**src/rtl/mda_crtc_regs.sv**
```systemverilog
// MC6845-compatible CRTC register file, mode and status ports for the mono text display (0x3B0-0x3BF).
// Latency: writes update controls on the sampling edge; read data is registered, one cycle after iIoRd.
// Backpressure: none; one access per cycle is accepted back-to-back with no stall.
//
// Ports:
//   iClk, iRst           CPU clock and synchronous active-high reset
//   iAddr/iData          I/O port address and write data
//   iIoWr/iIoRd          single-cycle write/read strobes
//   oData/oRdValid       read data and its one-cycle qualifier (oData idles at 0xFF)
//   iHBlank/iVBlank      asynchronous blanking flags from the video clock domain
//   oStartAddr..oCharBlink  registered display controls toward the video generator
module mda_crtc_regs #(
  parameter int BLINK_BITS = 5  // must be at least 5: blink phases use cnt[3] and cnt[4]
) (
  input  logic        iClk,
  input  logic        iRst,
  input  logic [15:0] iAddr,
  input  logic [7:0]  iData,
  input  logic        iIoWr,
  input  logic        iIoRd,
  output logic [7:0]  oData,
  output logic        oRdValid,
  input  logic        iHBlank,
  input  logic        iVBlank,
  output logic [13:0] oStartAddr,
  output logic [13:0] oCursorAddr,
  output logic [4:0]  oCursorStart,
  output logic [1:0]  oCursorMode,
  output logic [4:0]  oCursorEnd,
  output logic        oVideoEnable,
  output logic        oBlinkEnable,
  output logic        oCursorBlink,
  output logic        oCharBlink
);

  // Port decode
  logic       claimed;
  logic [3:0] off;
  logic       sel_idx, sel_dat, sel_mode, sel_stat;

  // CRTC state. Only the registers with a consumer are held: R0-R9 and
  // R16-R17 are accepted on the bus, but the video generator runs fixed
  // MDA timing and the light pen is absent, so those writes are discarded.
  logic [4:0] index;
  logic [6:0] r10;
  logic [4:0] r11;
  logic [5:0] r12;
  logic [7:0] r13;
  logic [5:0] r14;
  logic [7:0] r15;

  // Mode register: bit 0 (high-res clock select) has no consumer here,
  // so only video enable (bit 3) and blink enable (bit 5) are kept.
  logic mode_video, mode_blink;

  // Blanking synchronisers and vertical-blank edge detector
  logic hb_m, hb_s;
  logic vb_m, vb_s, vb_d;
  logic vb_rise;

  logic [BLINK_BITS-1:0] cnt;

  logic [7:0] rd_mux;
  logic [7:0] rd_data;
  logic       rd_vld;

  always_comb begin
    claimed  = (iAddr[15:4] == 12'h03B);
    off      = iAddr[3:0];
    // Offsets 0-7 alternate index/data, mirroring the 6845's partial decode.
    sel_idx  = claimed && !off[3] && !off[0];
    sel_dat  = claimed && !off[3] &&  off[0];
    sel_mode = claimed && (off == 4'h8);
    sel_stat = claimed && (off == 4'hA);
  end

  // Read mux sees pre-write register values, so a same-cycle write+read
  // returns the old contents.
  always_comb begin
    rd_mux = 8'hFF;
    if (sel_idx) begin
      rd_mux = {3'b000, index};
    end else if (sel_dat) begin
      case (index)
        5'd14:   rd_mux = {2'b00, r14};
        5'd15:   rd_mux = r15;
        default: rd_mux = 8'h00;  // start address, light pen and timing regs are not readable
      endcase
    end else if (sel_stat) begin
      rd_mux = {4'hF, vb_s, 2'b00, hb_s};
    end
  end

  always_ff @(posedge iClk) begin
    if (iRst) begin
      index      <= '0;
      r10        <= '0;
      r11        <= '0;
      r12        <= '0;
      r13        <= '0;
      r14        <= '0;
      r15        <= '0;
      mode_video <= 1'b0;
      mode_blink <= 1'b0;
    end else if (iIoWr) begin
      if (sel_idx) begin
        index <= iData[4:0];
      end
      if (sel_dat) begin
        case (index)
          5'd10:   r10 <= iData[6:0];
          5'd11:   r11 <= iData[4:0];
          5'd12:   r12 <= iData[5:0];
          5'd13:   r13 <= iData;
          5'd14:   r14 <= iData[5:0];
          5'd15:   r15 <= iData;
          default: ;
        endcase
      end
      if (sel_mode) begin
        mode_video <= iData[3];
        mode_blink <= iData[5];
      end
    end
  end

  always_ff @(posedge iClk) begin
    if (iRst) begin
      hb_m <= 1'b0;
      hb_s <= 1'b0;
      vb_m <= 1'b0;
      vb_s <= 1'b0;
      vb_d <= 1'b0;
    end else begin
      hb_m <= iHBlank;
      hb_s <= hb_m;
      vb_m <= iVBlank;
      vb_s <= vb_m;
      vb_d <= vb_s;
    end
  end

  assign vb_rise = vb_s && !vb_d;

  // One count per frame; wraps naturally at 2**BLINK_BITS.
  always_ff @(posedge iClk) begin
    if (iRst) begin
      cnt <= '0;
    end else if (vb_rise) begin
      cnt <= cnt + BLINK_BITS'(1);
    end
  end

  always_ff @(posedge iClk) begin
    if (iRst) begin
      rd_data <= 8'hFF;
      rd_vld  <= 1'b0;
    end else begin
      rd_vld  <= iIoRd;
      rd_data <= iIoRd ? rd_mux : 8'hFF;
    end
  end

  always_comb begin
    case (r10[6:5])
      2'b00:   oCursorBlink = 1'b1;
      2'b01:   oCursorBlink = 1'b0;
      2'b10:   oCursorBlink = cnt[3];
      default: oCursorBlink = cnt[4];
    endcase
  end

  assign oData        = rd_data;
  assign oRdValid     = rd_vld;
  assign oStartAddr   = {r12, r13};
  assign oCursorAddr  = {r14, r15};
  assign oCursorStart = r10[4:0];
  assign oCursorMode  = r10[6:5];
  assign oCursorEnd   = r11;
  assign oVideoEnable = mode_video;
  assign oBlinkEnable = mode_blink;
  assign oCharBlink   = cnt[4];

endmodule

```
**config.mk**
```make
export PLATFORM = sky130hd
export DESIGN_NAME = mda_crtc_regs
export DESIGN_NICKNAME = d
export VERILOG_FILES = /design/src/rtl/mda_crtc_regs.sv
export SDC_FILE = /design/constraint.sdc
export NUM_CORES = 1
export LEC_CHECK = 0
export ABC_AREA = 1
export BUFFER_PORTS_ARGS = -buffer_cell sky130_fd_sc_hd__buf_2
export CAP_MARGIN = 10
export CELL_PAD_IN_SITES_DETAIL_PLACEMENT = 1
export CELL_PAD_IN_SITES_GLOBAL_PLACEMENT = 1
export CORE_ASPECT_RATIO = 0.6
export CORE_MARGIN = 2
export CORE_UTILIZATION = 36
export DETAILED_ROUTE_END_ITERATION = 8
export GPL_TIMING_DRIVEN = 0
export HOLD_SLACK_MARGIN = 0.15
export PLACE_DENSITY = 0.78
export SLEW_MARGIN = 25
export SYNTH_ARGS = -nofsm -noshare
export SYNTH_HDL_FRONTEND = slang
export SYNTH_SLANG_ARGS = --single-unit
```
**constraint.sdc**
```tcl
create_clock -name iClk -period 1.8 [get_ports iClk]
set_clock_uncertainty 0.1 [all_clocks]
set_input_delay 0.27 -clock iClk [delete_from_list [all_inputs] [get_ports iClk]]
set_output_delay 0.27 -clock iClk [all_outputs]
set_load 0.01 [all_outputs]
```
# Word-level counts from Yosys, hierarchy flattened
# Index checks and enable logic that the tools add are counted.
# op_classes
bitwise_logic	1
n_reduce_logical	19
muxes	5
n_eq_ne	11
add_sub_neg	1
# op_table
cell	n
equality test 5 x 4 -> 1 bit (second input constant)	6
AND reduction 3 bit	6
2-to-1 mux 8 bit	2
one-hot mux 8 bit (2 select lines)	1
equality test 12 x 6 -> 1 bit (second input constant)	1
equality test 4 bit (second input constant)	2
logical AND 1 bit	6
adder 5 x 1 -> 5 bit (second input constant)	1
2-to-1 mux 4 bit	1
AND reduction 2 bit	2
logical NOT 1 bit	3
one-hot mux 1 bit (3 select lines)	1
equality test 2 x 1 -> 1 bit (second input constant)	1
equality test 2 bit (second input constant)	1
logical NOT 2 bit	1
OR reduction 2 bit	1
NOT 1 bit	1
# word_totals
reg_bits	66
elab_cells	54
out_inout_bits	53

# Longest topological paths before layout
# depth
ltp_word	5
mapped_depth	10
depth_no_buf	9

# Worst setup path after synthesis
# OpenSTA, ideal clock, no wires.
# synth_path
path_kind	input to register
start	input port iAddr[12]
end	register r10[0]
setup_slack_ps	351
t_arrival_ps	1236
stages	9
path_buffers	1
path_cell_list	inv_1 > nand2_1 > nor2_2 > nand3_4 > nor2_8 > nand4_4 > buf_2 > nor2_1 > nor2_1
# synth_via
elab_chain_len	4
# synth_lines
item	line_no	text
start: declaration	17	input logic [15:0] iAddr,
equality test 12 x 6 -> 1 bit	68	claimed = (iAddr[15:4] == 12'h03B);
logical AND 1 bit (2 in series)	72	sel_dat = claimed && !off[3] && off[0];
AND reduction 3 bit (no line)	--	
end signal: assignment	111	5'd10: r10 <= iData[6:0];
end: declaration	45	logic [6:0] r10;
# No other way between the ends.
# A chain may end at the register's enable or synchronous reset.

# Final worst setup path
# layout_path
start	register index[1]
end	register r15[7]
# layout_via
elab_chain_len	2
# layout_lines
item	line_no	text
start: declaration	44	logic [4:0] index;
start signal: assignment	107	index <= iData[4:0];
equality test 5 x 4 -> 1 bit	110	case (index)
AND reduction 3 bit (no line)	--	
end signal: assignment	116	5'd15: r15 <= iData;
end: declaration	50	logic [7:0] r15;
# No other way between the ends.

==> results by group <==
Pwr
  • Reg power frac: 42.8%
  • Power per cell area: 911 nW/um2
  • P_leak: 0.00203 uW
  • Combinational Power Share: 3.9%
  • P_sw: 700 uW
  • Sw Ratio: 20.3%
  • Clk pwr share: 53.3%
  • Peak VDD IR: 0.000513 V
  • Internal: 2740 uW

Routing
  • Routed wire length per instance: 14.1 um
  • # DRC: 0
  • Drt pass-1 iters: 4
  • Drt total wl: 8900 um
  • DR vias/cell: 4.62
  • Via count: 2925
  • DRT antenna net count: 0
  • Initial DRC count: 146

Logic synthesis
  • Synth Area in Adders: 0.431%
  • Top cell type's share of synthesized area: 45.5%
  • Seq cells post-synth: 66
  • Syn nets: 459
  • Synthesized area per cell: 6.79 um2
  • Cell count after synthesis: 428
  • Cell Area, Synth: 2900 um2
  • YS warnings: 0
  • Post-synth top area cell: dfxtp_1
  • Post-synth cell types: 26
  • Most frequent cell after synthesis: nand2_1
  • Compound-Gate Fraction of Synth Area: 3.79%
  • Async S/R FF share, synth: 0%
  • Simple logic cell fraction of the synthesized area: 38.6%
  • Seq/Total Area, Yosys: 45.5%
  • Synth area leaders: dfxtp_1 (45%), nand2_1 (15%), nor2_1 (14%)
  • Multiplexer area fraction after synthesis: 0%
  • Top_reg_cell synth: dfxtp_1
  • Main combinational cell family by area after synthesis: simple AND/OR/NAND/NOR gates
  • Synth cell count leaders: nand2_1 (114), nor2_1 (112), inv_1 (68)
  • Xor-xnor portion of the synthesized cell area: 0%
  • EDFF count, synth: 0

GRT
  • Total congestion overflow: 0
  • All-Layer GR Usage: 22.0%
  • Largest net degree at the start of global routing: 11
  • First-pass GRT wire length: 14500 um
  • Initial antenna violation count: 0
  • Vias in the first global route: 2978

STA
  • Worst Max-Slew Pin Slew: 0.623 ns
  • Final Setup Violations: 0
  • Fmax: 605 MHz
  • Slew Viols, Final: 0
  • TNS Setup: 0 ns
  • Slew HR: 58.5%
  • Period minus WS final: 1.65 ns
  • Unrepaired setup endpoints after global routing: no
  • Period utilisation layout: 91.9%
  • Final Hold Viols: 0

Clock tree
  • Max H-tree Level: 3
  • Number of clock sinks: 66
  • Clock latency on the worst-skew pair: 0.33 ns
  • CTS tree: built
  • TritonCTS buffer count: 9
  • Clock Pin Slew Worst Setup and Hold Paths: 0.05 ns
  • CTS root buf: clkbuf_16
  • PostCTS Resize Cnt: 0
  • Clk buf depth: 2

Floorplan
  • # IOs: 83
  • DIE AREA: 8820 um2
  • # rows: 25
  • Overall die width: 120 um
  • Area of the core: 7850 um2
  • Initial Utilization: 37.0%
  • Die outline height: 73.6 um

Worst setup path
  • Worst path most repeated cell: nor2_1
  • Critical Path AT: 1.78 ns
  • Crit-path slowest cell: dfxtp_1
  • Required time worst endpoint: 1.92 ns
  • Register-to-register setup slack: 0.15 ns
  • Crit-path cells: nand3_1 > nor2_1 > nand4_4 > buf_6 > nor2_1 > nor2_1
  • Slowest Stage Delay on Critical Path: 0.45 ns
  • Reg2Reg Depth: 6
  • Startpoint types: flip-flop
  • WS Path Type: reg -> reg
  • CP Max Fanout: 10
  • Worst R2R End: r15[7]
  • Reg-to-reg startpoint: index[1]
  • Crit. End Element: flip-flop

Finish
  • Layout cells sized above 1: 21.7%
  • Layout area overhead: 30.2%
  • Register area: 1320 um2
  • Multi-input gate area: 1240 um2
  • Nets: 553
  • Fillers: 1047
  • Fin cells: 633
  • Ant. Diodes: 0

Worst hold path
  • Hold/Removal Path Class: in -> reg
  • Hold depth: 3
  • Hold Startpoint: iData[6]
  • Hold Crit Endpoint: r13[6]

Placed design
  • Detailed placement HPWL: 6780 um
  • GP Congestion: 0.824
  • Inst Count DP: 615
  • PortBufs: 79

Flow run
  • # Max-Cap Violations: 0

Run status
  • Status: finished, final reports clean
## critical path: cells and delay by family, from the launching register on
kind          cells  cell delay (ns)
buf+inv           1             0.21
flops             1             0.45
simple gates      5             0.77
## logic make-up (layout without fill, tap and decap cells)
| group | count (synthesis) | after routing |
|---|---|---|
| buffers and inverters | 84 | 181 |
| and+or+nand+nor | 257 | 257 |
| DFF | 66 | 66 |
| adders and majority gates | 1 | 1 |
| AOI/OAI and AO/OA | 20 | 20 |
## final cells by class
class	instances	area share (%)
flip-flops and latches	66	35.0
multi-input cells	278	32.9
repair buffers	83	11.5
inverters	70	6.95
clock buffers	11	6.42
well taps	108	3.57
plain buffers	14	1.99
clock inverters	3	1.72
## repair_timing
action                                  in CTS  in global routing
hold buffers                                 3                  0
setup buffers                                0                  1
endpoints found under the hold margin        4                  0
endpoints found under the setup margin       0                  6
## cells in the final DEF (no fill, tap or decap), drive strengths merged
master | Yosys | final
ha | 1 | 1
o21ai | 7 | 7
nand4 | 7 | 7
nand3 | 12 | 12
nor3 | 4 | 4
clkbuf | 6 | 17
clkinv | 1 | 2
nor3b | 2 | 2
nand2 | 114 | 114
a31oi | 1 | 1
o22ai | 5 | 5
buf | 8 | 88
nand3b | 2 | 2
nor2 | 116 | 116
dlygate4sd3 | 0 | 3
o211ai | 1 | 1
a21oi | 6 | 6
dfxtp | 66 | 66
inv | 69 | 69
bufinv | 0 | 2
## sequential cells by signal, summed over array words and instances, names as in the netlist, 5 cells and up
register,flops
index,5
r13,8
oData,8
r14,6
r12,6
r15,8
oCursorEnd,5
r10,7
cnt,5
## per-stage QoR
stage	cell area [um2]	setup slack, ns	power, uW	hold WS, ns	util [%]
global route	3780	0.00371	3560	0.175	48.1
floorplan	2900	0.351	1560	0.277	-
global placement	3430	0.0724	1630	0.295	43.7
finish	3780	0.146	3440	0.170	48.1
CTS	3770	0.0139	3480	0.154	48.0
detailed placement	3430	-0.00514	1630	0.301	43.7
## power by group through the flow
stage / clock [uW] / combinational (uW) / sequential (uW)
after detailed placement: 0 / 129 / 1510
after floorplan: 0 / 54.5 / 1500
final: 1840 / 133 / 1470
after CTS: 1880 / 134 / 1470
after global routing: 1940 / 147 / 1470
after global placement: 0 / 124 / 1510
## worst max path at each step
stage / startpoint / endpoint / slack [ns] / cells after the start
after detailed placement: iAddr[10] / oCursorEnd[1] / -0.005 / 9
after CTS: index[0] / r14[3] / 0.01 / 8
after floorplan: iAddr[12] / r10[0] / 0.35 / 9
after global routing: index[0] / r12[1] / 0.004 / 7
final: index[1] / r15[7] / 0.15 / 6
after global placement: iAddr[10] / r15[0] / 0.07 / 10
## layer usage
metal	global-route usage (%)	part of all wire, %
met1	29.2	51
met2	35.3	44
met3	6.75	4.8
met4	5.36	0.81
met5	0	0
(Power assumes the default switching activity.)
